## src/rtl/uart_report_tx.sv

```systemverilog
// UART report serializer: snapshots BCD digits, sends them as ASCII with optional
// separators and a CR LF trailer, 8N1, triggered by a pulse or a periodic timer.
module uart_report_tx #(
  parameter int                    CLK_FREQ   = 12000000,
  parameter int                    BAUD       = 9600,
  parameter int                    NUM_DIGITS = 7,
  parameter logic [NUM_DIGITS-1:0] SEP_MASK   = 7'b0001000,
  parameter logic [7:0]            SEP_CHAR   = 8'h20,
  parameter int                    PERIOD_CYC = 0
) (
  input  logic                    sys_clk,
  input  logic                    sys_rst_n,
  input  logic                    start,
  input  logic [4*NUM_DIGITS-1:0] digits,
  output logic                    busy,
  output logic                    done,
  output logic [7:0]              drop_cnt,
  output logic                    uart_txd
);

  function automatic int popcount(input logic [14:0] m);
    int c;
    c = 0;
    for (int i = 0; i < 15; i++) begin
      if (m[i]) c++;
    end
    return c;
  endfunction

  localparam int BAUD_DIV  = (CLK_FREQ + BAUD / 2) / BAUD;
  localparam int BW        = (BAUD_DIV > 1) ? $clog2(BAUD_DIV) : 1;
  localparam int NUM_BYTES = NUM_DIGITS + popcount(15'(SEP_MASK)) + 2;
  localparam int XW        = $clog2(NUM_BYTES + 1);
  localparam int DW        = (NUM_DIGITS > 1) ? $clog2(NUM_DIGITS) : 1;

  localparam logic [BW-1:0] BIT_LAST  = BW'(BAUD_DIV - 1);
  localparam logic [XW-1:0] BYTE_LAST = XW'(NUM_BYTES - 1);
  localparam logic [DW-1:0] DIG_LAST  = DW'(NUM_DIGITS - 1);

  localparam logic [1:0] S_IDLE  = 2'd0;
  localparam logic [1:0] S_START = 2'd1;
  localparam logic [1:0] S_DATA  = 2'd2;
  localparam logic [1:0] S_STOP  = 2'd3;

  typedef enum logic [1:0] {SEL_DIG, SEL_SEP, SEL_CR, SEL_LF} sel_e;

  logic [1:0]    state_q, state_d;
  logic [BW-1:0] bit_cnt_q, bit_cnt_d;
  logic [2:0]    bit_idx_q, bit_idx_d;
  logic [7:0]    shift_q, shift_d;
  logic [DW-1:0] dig_idx_q, dig_idx_d;
  sel_e          sel_q, sel_d;
  logic [XW-1:0] byte_idx_q, byte_idx_d;
  logic [7:0]    drop_q, drop_d;
  logic          done_q, done_d;
  logic          txd_q, txd_d;
  logic [3:0]    snap_q [NUM_DIGITS];

  logic       tick;
  logic       req;
  logic       load_snap;
  logic       bit_end;
  logic [3:0] cur_dig;
  logic [7:0] cur_byte;

  generate
    if (PERIOD_CYC > 0) begin : g_timer
      localparam int            PW      = (PERIOD_CYC > 1) ? $clog2(PERIOD_CYC) : 1;
      localparam logic [PW-1:0] PER_MAX = PW'(PERIOD_CYC - 1);
      logic [PW-1:0] per_q, per_d;

      // Free-running: keeps counting while a frame is in flight.
      always_comb begin
        per_d = per_q + 1'b1;
        if (per_q == PER_MAX) per_d = '0;
      end

      always_ff @(posedge sys_clk) begin
        if (!sys_rst_n) per_q <= '0;
        else            per_q <= per_d;
      end

      assign tick = (per_q == PER_MAX);
    end else begin : g_no_timer
      assign tick = 1'b0;
    end
  endgenerate

  assign req       = start | tick;
  assign load_snap = (state_q == S_IDLE) && req;
  assign bit_end   = (bit_cnt_q == BIT_LAST);
  assign cur_dig   = snap_q[dig_idx_q];

  always_comb begin
    cur_byte = 8'h0A;
    case (sel_q)
      SEL_DIG: cur_byte = (cur_dig <= 4'd9) ? (8'h30 + {4'h0, cur_dig}) : 8'h3F;
      SEL_SEP: cur_byte = SEP_CHAR;
      SEL_CR:  cur_byte = 8'h0D;
      default: cur_byte = 8'h0A;
    endcase
  end

  // NOTE: every next-state signal gets a default first so no latch is inferred,
  // and uses blocking '=' here; only the always_ff blocks use '<='.
  always_comb begin
    state_d    = state_q;
    bit_cnt_d  = bit_cnt_q;
    bit_idx_d  = bit_idx_q;
    shift_d    = shift_q;
    dig_idx_d  = dig_idx_q;
    sel_d      = sel_q;
    byte_idx_d = byte_idx_q;
    drop_d     = drop_q;
    done_d     = 1'b0;

    if (state_q != S_IDLE && req && drop_q != 8'hFF) drop_d = drop_q + 8'd1;

    case (state_q)
      S_IDLE: begin
        if (req) begin
          state_d    = S_START;
          bit_cnt_d  = '0;
          dig_idx_d  = '0;
          sel_d      = SEL_DIG;
          byte_idx_d = '0;
        end
      end
      S_START: begin
        // Byte is loaded at the end of the start bit, once the snapshot is valid.
        if (bit_end) begin
          state_d   = S_DATA;
          bit_cnt_d = '0;
          bit_idx_d = '0;
          shift_d   = cur_byte;
        end else begin
          bit_cnt_d = bit_cnt_q + 1'b1;
        end
      end
      S_DATA: begin
        if (bit_end) begin
          bit_cnt_d = '0;
          shift_d   = shift_q >> 1;
          if (bit_idx_q == 3'd7) state_d = S_STOP;
          else                   bit_idx_d = bit_idx_q + 3'd1;
        end else begin
          bit_cnt_d = bit_cnt_q + 1'b1;
        end
      end
      default: begin
        // The byte-select decision happens in the last stop-bit cycle: no gap.
        if (bit_end) begin
          bit_cnt_d = '0;
          if (byte_idx_q == BYTE_LAST) begin
            state_d = S_IDLE;
            done_d  = 1'b1;
          end else begin
            state_d    = S_START;
            byte_idx_d = byte_idx_q + 1'b1;
            case (sel_q)
              SEL_DIG: begin
                if (SEP_MASK[dig_idx_q])        sel_d = SEL_SEP;
                else if (dig_idx_q == DIG_LAST) sel_d = SEL_CR;
                else                            dig_idx_d = dig_idx_q + 1'b1;
              end
              SEL_SEP: begin
                if (dig_idx_q == DIG_LAST) begin
                  sel_d = SEL_CR;
                end else begin
                  sel_d     = SEL_DIG;
                  dig_idx_d = dig_idx_q + 1'b1;
                end
              end
              default: sel_d = SEL_LF;
            endcase
          end
        end else begin
          bit_cnt_d = bit_cnt_q + 1'b1;
        end
      end
    endcase

    case (state_d)
      S_START: txd_d = 1'b0;
      S_DATA:  txd_d = shift_d[0];
      default: txd_d = 1'b1;
    endcase
  end

  always_ff @(posedge sys_clk) begin
    if (!sys_rst_n) begin
      state_q    <= S_IDLE;
      bit_cnt_q  <= '0;
      bit_idx_q  <= '0;
      shift_q    <= '0;
      dig_idx_q  <= '0;
      sel_q      <= SEL_DIG;
      byte_idx_q <= '0;
      drop_q     <= '0;
      done_q     <= 1'b0;
      txd_q      <= 1'b1;
    end else begin
      state_q    <= state_d;
      bit_cnt_q  <= bit_cnt_d;
      bit_idx_q  <= bit_idx_d;
      shift_q    <= shift_d;
      dig_idx_q  <= dig_idx_d;
      sel_q      <= sel_d;
      byte_idx_q <= byte_idx_d;
      drop_q     <= drop_d;
      done_q     <= done_d;
      txd_q      <= txd_d;
    end
  end

  // NOTE: the snapshot array is always written before it is read, so it carries no reset.
  always_ff @(posedge sys_clk) begin
    if (load_snap) begin
      for (int i = 0; i < NUM_DIGITS; i++) snap_q[i] <= digits[4*(NUM_DIGITS-1-i) +: 4];
    end
  end

  assign busy     = (state_q != S_IDLE);
  assign done     = done_q;
  assign drop_cnt = drop_q;
  assign uart_txd = txd_q;

endmodule

```

## config.mk

```make
export PLATFORM = sky130hd
export DESIGN_NAME = uart_report_tx
export DESIGN_NICKNAME = d
export VERILOG_FILES = /design/src/rtl/uart_report_tx.sv
export SDC_FILE = /design/constraint.sdc
export NUM_CORES = 1
export LEC_CHECK = 0
export CELL_PAD_IN_SITES_DETAIL_PLACEMENT = 0
export CELL_PAD_IN_SITES_GLOBAL_PLACEMENT = 1
export CORE_MARGIN = 4
export CORE_UTILIZATION = 41
export CTS_BUF_LIST = sky130_fd_sc_hd__clkbuf_4 sky130_fd_sc_hd__clkbuf_8
export CTS_CLUSTER_DIAMETER = 200
export DETAILED_ROUTE_END_ITERATION = 8
export PLACE_DENSITY_LB_ADDON = 0.12
export SLEW_MARGIN = 0
export SYNTH_ARGS = -nofsm -noshare
export SYNTH_HDL_FRONTEND = slang
export SYNTH_SLANG_ARGS = --single-unit
```

## constraint.sdc

```tcl
create_clock -name sys_clk -period 2.7 [get_ports sys_clk]
set_input_delay 0.675 -clock sys_clk [delete_from_list [all_inputs] [get_ports sys_clk]]
set_output_delay 0.675 -clock sys_clk [all_outputs]
set_load 0.005 [all_outputs]
```

---- Yosys cells after proc, flatten, opt, wreduce, memory -nomap -nowiden ----
Memories as Yosys holds them, arrays and structs flattened. A register that Yosys moved wholly into a read port is not among the register bits.
Index checks and enable logic that the tools add are counted.
word-level totals
  register bits ........................... 43
  bits in writable memories ............... 28
  bits in read-only memories .............. 8
  bits of input ports ..................... 31
  output and inout bits ................... 11
  memories ................................ 2
cells by class
  add/sub/neg operators ................... 6
  magnitude comparators ................... 2
  eq/ne operators ......................... 18
  mux-type cells .......................... 47
  bitwise gates (word level) .............. 3
  reductions and logical operators ........ 16
memory list
  memory           words  width  rd ports  clocked after memory_dff  write ports  line  text
  snap_q           7      4      1         1                         7            57    logic [3:0] snap_q [NUM_DIGITS];
  (no name shown)  8      1      1         1                         0            162   if (SEP_MASK[dig_idx_q]) sel_d = SEL_SEP;
operators by type and width
  cell                                                                   number
  3-bit two-way mux                                                      12
  11-bit two-way mux                                                     3
  2-bit two-way mux                                                      11
  7-bit case mux with 3 select lines                                     1
  3-bit case mux with 2 select lines                                     3
  8-bit two-way mux                                                      2
  8-bit case mux with 2 select lines                                     1
  4-bit two-way mux                                                      3
  11-bit by 1-bit adder with 11-bit output, second input constant        1
  11-bit equality test, second input constant                            1
  2-bit inequality test, second input constant                           5
  8-bit by 1-bit adder with 8-bit output, second input constant          1
  8-bit inequality test, second input constant                           1
  2-bit case mux with 2 select lines                                     2
  4-bit case mux with 2 select lines                                     1
  4-bit AND reduction                                                    2
  6-bit by 4-bit adder with 7-bit output, first input constant           1
  7-bit two-way mux                                                      1
  3-bit by 1-bit adder with 3-bit output, second input constant          2
  2-bit by 1-bit equality test with 1-bit output, second input constant  3
  2-bit equality test, second input constant                             3
  3-bit equality test, second input constant                             2
  2-bit case mux with 3 select lines                                     1
  6-bit AND reduction                                                    1
  other kinds (17)                                                       28

---- Depth between registers and ports, before layout ----
Gate-level depths: netlist (run 1).
  depth in word-level cells ............... 9
  depth in mapped cells ................... 10

---- Worst setup path after synthesis (run 1) ----
Ideal clock, no wire load.
  path type ............................... input -> register
  from .................................... in start
  to ...................................... reg sel_q[0]
  library setup time ...................... 60 ps
  data arrival time ....................... 2,797 ps
  data required time ...................... 2,640 ps
  setup slack ............................. -157 ps
  stages on the path ...................... 6
  buffers on the path ..................... 0
  path through ............................ inv_1 nor2_1 a21oi_4 a311oi_2 mux2i_1 and2_1
between the ends
  word-level cells in the longest chain between the ends .. 2
ends and longest elaborated chain
  what                                    line  text
  from (decl)                             13    input logic start,
  2-bit inequality test (no source line)  -
  5-bit AND reduction (no source line)    -
  to (signal assigned)                    208   sel_q <= sel_d;
  to (decl)                               52    sel_e sel_q, sel_d;
No other way between the ends.
A chain may end at the register's enable or synchronous reset.

---- Worst setup path after layout (run 1) ----
  from .................................... reg state_q[0]
  to ...................................... out busy
between the ends
  word-level cells in the longest chain between the ends .. 1
ends and longest elaborated chain
  what                    line  text
  from (decl)             47    logic [1:0] state_q, state_d;
  from (signal assigned)  203   state_q <= state_d;
  2-bit nonzero test      223   assign busy = (state_q != S_IDLE);
  to (decl)               15    output logic busy,
No other way between the ends.

==> flow_summary.json, run 1 <==
{
  "path_clk_slew_ns": 0.09,
  "synthesis.nets": 405,
  "dp_hpwl_mm": 5.46,
  "setup.worst_path.start": "state_q[0]$_SDFF_PN0_",
  "antenna_left": 0,
  "setup-violations-final": 0,
  "start_util": 0.419,
  "synth-edff-count": 28,
  "grt_usage": 0.156,
  "cts.path.max_buffers": 2,
  "grt_first_pass_wirelength_mm": 12.8,
  "detailroute.wirelength.met3_microns": 303,
  "ios": 42,
  "area_growth_pct": 21.0,
  "synth_cells": 357,
  "status": "finished clean",
  "cts-hold-fix-buffers": 0,
  "io_buffers": 41,
  "r2r-end": "uart_txd$_SDFF_PN1_",
  "combined_area_of_all_synthesized_cells_sq_mm": 0.00363,
  "number_of_global_route_vias_before_repair": 2658,
  "synth_top_cells_by_count": "dfxtp_1 (46), nor2_1 (45), edfxtp_1 (28), nand2_1 (21), o21ai_0 (20)",
  "fillCellCount": 824,
  "critPathLaunchType": "flip-flop",
  "cts.repair.resized": 0,
  "rsz_0062_raised_after_global_routing": "no",
  "number_of_placed_instances_taps_included": 499,
  "synth.yosys.warnings": 0,
  "slew_viol_final": 0,
  "die_width_microns": 102,
  "routedWlPerCell_microns": 14.9,
  "max-slew-margin-rel": 0.628,
  "average_footprint_of_a_synthesized_cell_sq_um": 10.2,
  "most_used_dff_post_synth": "dfxtp_1",
  "post_cts.repair.setup_buffers": 0,
  "cts_made_buffers": 9,
  "worstSetupEndpoint": "busy",
  "antenna_violations_before_repair": 0,
  "skew_ns": 0.0111,
  "timing.critical_path.required_ns": 2.03,
  "number_of_distinct_library_cells_after_synthesis": 59,
  "setup_slack_ns": 0.194,
  "timing.critical_path.fanout_max": 8,
  "clk-insertion-delay-late_ns": 0.35,
  "synth-async-reset-ratio": 0,
  "finish.utilization": 0.507,
  "power_leakage_uw": 0.00157,
  "power_per_cell_area_mw_per_mm2": 541,
  "detailedPlace.worstSlack_ns": 0.256,
  "synthTopCellsByArea": "dfxtp_1 (25%), edfxtp_1 (23%), ha_1 (5.9%)",
  "die_area_sq_mm": 0.0104,
  "final_design_area_no_fill_sq_mm": 0.00440,
  "clock_tree.htree_level_count": 3,
  "finalHoldViolations": 0,
  "detail_route.vias_per_cell": 5.44,
  "placed_instance_area_sq_mm": 0.00419,
  "placementRows": 34,
  "endpoint_kind": "output pin",
  "layout-drive-gt1-share": 0.0983,
  "yosysSeqAreaShare": 0.485,
  "post-route-min-period_ns": 2.51,
  "grt_overflow": 0,
  "antenna_cells_inserted": 0,
  "f_max_ghz": 0.399,
  "route.layer.met1.wl_mm": 3.82,
  "synthDominantAreaCellType": "dfxtp_1",
  "critical_path_arrival_ns": 1.83,
  "depth_of_the_worst_register_to_register_path": 8,
  "detailroute.wirelength.met2_mm": 3.41,
  "tritoncts": "yes",
  "place.gp.congestion": 0.767,
  "dr_total_vias": 2801,
  "drt-pass1-iter-count": 4,
  "cts_root_buf": "clkbuf_8",
  "synth_most_common_cell": "dfxtp_1",
  "worst_pin_slew_ns": 0.555,
  "power.ir.vdd_worst_v": 0.000298,
  "drv.max_cap_violation_count": 0,
  "wl_mm": 7.65,
  "first_iter_violations": 110,
  "yosys.area.top_type_share": 0.253,
  "postSynthRegisterBits": 74,
  "floorplan.die.height_microns": 102,
  "hold_class": "reg -> reg",
  "finalNonFillerCells": 515,
  "post-route-drc-count": 0,
  "period_share": 0.928,
  "fin_nets": 450,
  "design.core.area_sq_mm": 0.00868,
  "numClockSinks": 74,
  "criticalPathCategory": "reg -> out",
  "reg2reg_slack_ns": 0.49,
  "worstReg2RegStart": "state_q[0]$_SDFF_PN0_",
  "grt_start_max_net_pins": 30,
  "highest_signal_layer": "met4",
  "finalSetupTns_ns": 0
}
## area by class of cell
class / instances / area, sq um / area share
Inverter: 16 / 60.1 / 0.0137
Tap cell: 108 / 135 / 0.0307
Clock buffer: 9 / 124 / 0.0282
Multi-Input combinational cell: 251 / 1740 / 0.396
Sequential cell: 74 / 1760 / 0.401
Clock inverter: 7 / 85.1 / 0.0194
Timing Repair Buffer: 50 / 490 / 0.112
## metrics by stage
stage	hold slack [ns]	total power, uW
floorplan	0.437	1390
global placement	0.449	1500
detailed placement	0.456	1500
CTS	0.467	2420
global route	0.503	2490
finish	0.466	2380
## how the worst min path moves through the flow
stage,startpoint,endpoint,slack [ns],cells after the start
floorplan,shift_q[5]$_SDFFE_PN0P_,shift_q[5]$_SDFFE_PN0P_,0.44,2
global placement,shift_q[5]$_SDFFE_PN0P_,shift_q[5]$_SDFFE_PN0P_,0.45,2
detailed placement,shift_q[5]$_SDFFE_PN0P_,shift_q[5]$_SDFFE_PN0P_,0.46,2
CTS,shift_q[5]$_SDFFE_PN0P_,shift_q[5]$_SDFFE_PN0P_,0.47,2
global route,shift_q[4]$_SDFFE_PN0P_,shift_q[4]$_SDFFE_PN0P_,0.50,2
finish,shift_q[5]$_SDFFE_PN0P_,shift_q[5]$_SDFFE_PN0P_,0.47,2
## layout by cell type, fill, tap and decap left out, types with 3 or more instances in the layout
cell type	netlist	layout
nand2_1	21	21
xnor2_1	4	4
nand3b_1	3	3
nor3b_1	4	4
a31oi_1	3	3
a21oi_1	13	13
xor2_1	6	6
nand4_1	8	8
a211oi_1	7	7
a22oi_1	6	6
nand2b_1	6	6
edfxtp_1	28	28
o21ai_1	3	3
clkbuf_8	0	9
o21ai_0	20	20
nand3_1	13	13
a311oi_1	3	3
clkdlybuf4s50_1	0	41
mux2i_1	8	8
o211ai_1	5	5
nor2_1	45	44
ha_1	17	17
nor3_1	4	4
dfxtp_1	46	46
buf_4	1	8
or3_1	3	3
inv_1	16	16
nor4_1	3	3
and3_1	9	9
o221ai_1	3	3
## worst max-delay path, stage by stage, from the launching register on
cell	delay, ns
dfxtp_1	0.44
inv_1	0.10
ha_1	0.33
inv_1	0.11
clkdlybuf4s50_1	0.50
## routing by layer
| layer | vias to the layer above | GRT usage |
|---|---|---|
| met5 | - | 0 |
| met4 | 0 | 0.0696 |
| met3 | 12 | 0.0334 |
| met2 | 66 | 0.234 |
| met1 | 1315 | 0.218 |
| li1 | 1408 | - |
## cells by family after synthesis
kind of cell,share of synthesized area
and+or+nand+nor,0.179
AOI/OAI and AO/OA,0.165
DFF,0.485
buffers and inverters,0.0372
adders and majority gates,0.0585
muxes,0.0520
xor gates and xnor gates,0.0241
## registers in the layout, summed over array words and instances, names as in the netlist, named ones only
name and count:
dig_idx_q 3, bit_cnt_q 11, drop_cnt 8, done 1
shift_q 7, state_q 2, bit_idx_q 3, snap_q 28
uart_txd 1, byte_idx_q 4, sel_q 2
## report_power, final
part	total (uW)	internal [uW]	switching, uW
clock network	906	444	462
registers	1220	1200	17.5
logic	254	118	136
Note: power is estimated with default switching activity, not from simulation.
==> run 2, diff against run 1 <==
CORE_ASPECT_RATIO = 1.5   (was default)
==> run 2 against run 1 <==
- utilization up 1.7 points
- first-iteration DRC count fell by 1.8%
- setup slack better by 0.0031 ns
- sequential power barely moved
- non-clock buffer count rose by 1
- hold slack lost 0.0061 ns
- combinational power fell by 2%
- clock skew down 0.0032 ns
- die area is 0.30% higher
- critical path depth unchanged
- clock power increased by 27%
==> flow_summary.json, run 2 (synthesized netlist as in run 1, its figures left out) <==
{
  "cts.repair.resized": 0,
  "finalNonFillerCells": 515,
  "reg2reg_slack_ns": 0.47,
  "final_common_cell": "dfxtp_1",
  "cp_num_buf_inv": 3,
  "antenna_cells_inserted": 0,
  "max_reg_flops": 28,
  "area_growth_pct": 22.6,
  "detail_route.vias_per_cell": 5.41,
  "grt_overflow": 0,
  "drt-pass1-iter-count": 4,
  "layout_common_cells": "dfxtp_1 (46), nor2_1 (44), clkdlybuf4s50_1 (41), edfxtp_1 (28), nand2_1 (21)",
  "power_leakage_uw": 0.00161,
  "layout-drive-gt1-share": 0.0980,
  "antenna_violations_before_repair": 0,
  "f_max_ghz": 0.400,
  "cts_made_buffers": 9,
  "ios": 42,
  "path_clk_slew_ns": 0.07,
  "fillCellCount": 834,
  "number_of_placed_instances_taps_included": 499,
  "clock_tree.htree_level_count": 3,
  "cts-hold-fix-buffers": 0,
  "critical-path-max-stage-delay_ns": 0.51,
  "path_cells": "inv_1 > ha_1 > inv_1 > clkdlybuf4s50_1",
  "criticalPathCategory": "reg -> out",
  "timing.critical_path.mode_cell": "inv_1",
  "design.core.area_sq_mm": 0.00852,
  "fin_nets": 451,
  "multi_input_area_sq_mm": 0.00174,
  "period_share": 0.927,
  "dr_total_vias": 2788,
  "timing.critical_path.required_ns": 2.03,
  "drv.max_cap_violation_count": 0,
  "top_register": "snap_q",
  "grt_start_max_net_pins": 29,
  "dp_hpwl_mm": 5.64,
  "number_of_global_route_vias_before_repair": 2745,
  "wl_mm": 7.49,
  "max-slew-margin-rel": 0.625,
  "die_width_microns": 84.9,
  "post-route-drc-count": 0,
  "grt_first_pass_wirelength_mm": 12.5,
  "placementRows": 41,
  "place.gp.congestion": 0.774,
  "critical-path-slowest-cell": "clkdlybuf4s50_1",
  "min_from": "shift_q[4]$_SDFFE_PN0P_",
  "cts.path.max_buffers": 2,
  "endpoint_kind": "output pin",
  "ff_latch_area_sq_mm": 0.00176,
  "clk-insertion-delay-late_ns": 0.35,
  "power_per_cell_area_mw_per_mm2": 587,
  "finalHoldViolations": 0,
  "first_iter_violations": 108,
  "floorplan.die.height_microns": 123,
  "critical_path_arrival_ns": 1.83,
  "tritoncts": "yes",
  "slew_viol_final": 0,
  "cp_top_family": "buffers and inverters",
  "antenna_left": 0,
  "rsz_0062_raised_after_global_routing": "no",
  "timing.critical_path.fanout_max": 9,
  "critPathLaunchType": "flip-flop",
  "worstReg2RegStart": "state_q[0]$_SDFF_PN0_",
  "finalSetupTns_ns": 0,
  "numClockSinks": 74,
  "start_util": 0.427,
  "setup-violations-final": 0,
  "power_uw": 2620,
  "fin_worst_hold_slack_ns": 0.459,
  "io_buffers": 41,
  "setup.worst_path.start": "state_q[0]$_SDFF_PN0_",
  "post_cts.repair.setup_buffers": 0,
  "worst_pin_slew_ns": 0.563,
  "die_area_sq_mm": 0.0105,
  "cts_root_buf": "clkbuf_8",
  "routedWlPerCell_microns": 14.5,
  "status": "finished clean",
  "post-route-min-period_ns": 2.50,
  "skew_ns": 0.00788,
  "grt_usage": 0.151,
  "hold_class": "reg -> reg",
  "power.ir.vdd_worst_v": 0.000417
}
-- run 2: changes by cell type in the layout (fill, tap and decap cells not counted), sizes merged --
cell / before / now
bufinv: 1 / 4
inv: 19 / 16
clkbuf: 9 / 11
clkinvlp: 2 / 0
buf: 9 / 10
-- run 2: layer usage --
| metal | up-vias | GRT usage | routed length [microns] | share of wire |
|---|---|---|---|---|
| met4 | 0 | 0.0782 | 214 | 0.029 |
| met5 | - | 0 | 0 | 0 |
| met3 | 18 | 0.0340 | 279 | 0.037 |
| met1 | 1312 | 0.148 | 2900 | 0.39 |
| li1 | 1411 | - | - | - |
| met2 | 47 | 0.292 | 4100 | 0.55 |
-- run 2: where the power goes --
group | internal, uW | switching [uW]
sequential | 1200 | 18.1
clock | 755 | 396
combinational | 117 | 132
-- run 2: final timing paths --
kind                                           endpoint  depth (start not counted)
worst min register to register  shift_q[4]$_SDFFE_PN0P_                          2
worst max register to register                flip-flop                          9
worst min-delay path            shift_q[4]$_SDFFE_PN0P_                          2
worst max-delay path                               busy                          4
-- run 2: cell type report --
cell class              count  share of cell area
multi-input cells         251               0.391
flip-flops and latches     74               0.395
clock inverters             5              0.0278
clock buffers              11              0.0340
well taps                 107              0.0300
inverters                  16              0.0135
repair buffers             51               0.109
-- run 2: worst register-to-register path, delay by kind of cell, from the launching register on --
family / cells / cell delay (ns)
flip-flops: 1 / 0.36
buffers and inverters: 3 / 0.40
adder cells (fa/ha/maj): 1 / 0.39
AO/OA/AOI/OAI: 2 / 0.35
AND/OR/NAND/NOR: 3 / 0.64
-- run 2: metrics by stage --
stage           util  worst slack [ns]  area (sq um)
3_3_place_gp   0.491             0.312          4180
5_1_grt        0.523            0.0412          4460
6_report       0.523             0.197          4460
4_1_cts        0.523             0.149          4460
3_5_place_dp   0.491             0.297          4180
2_1_floorplan      -             0.339          3640
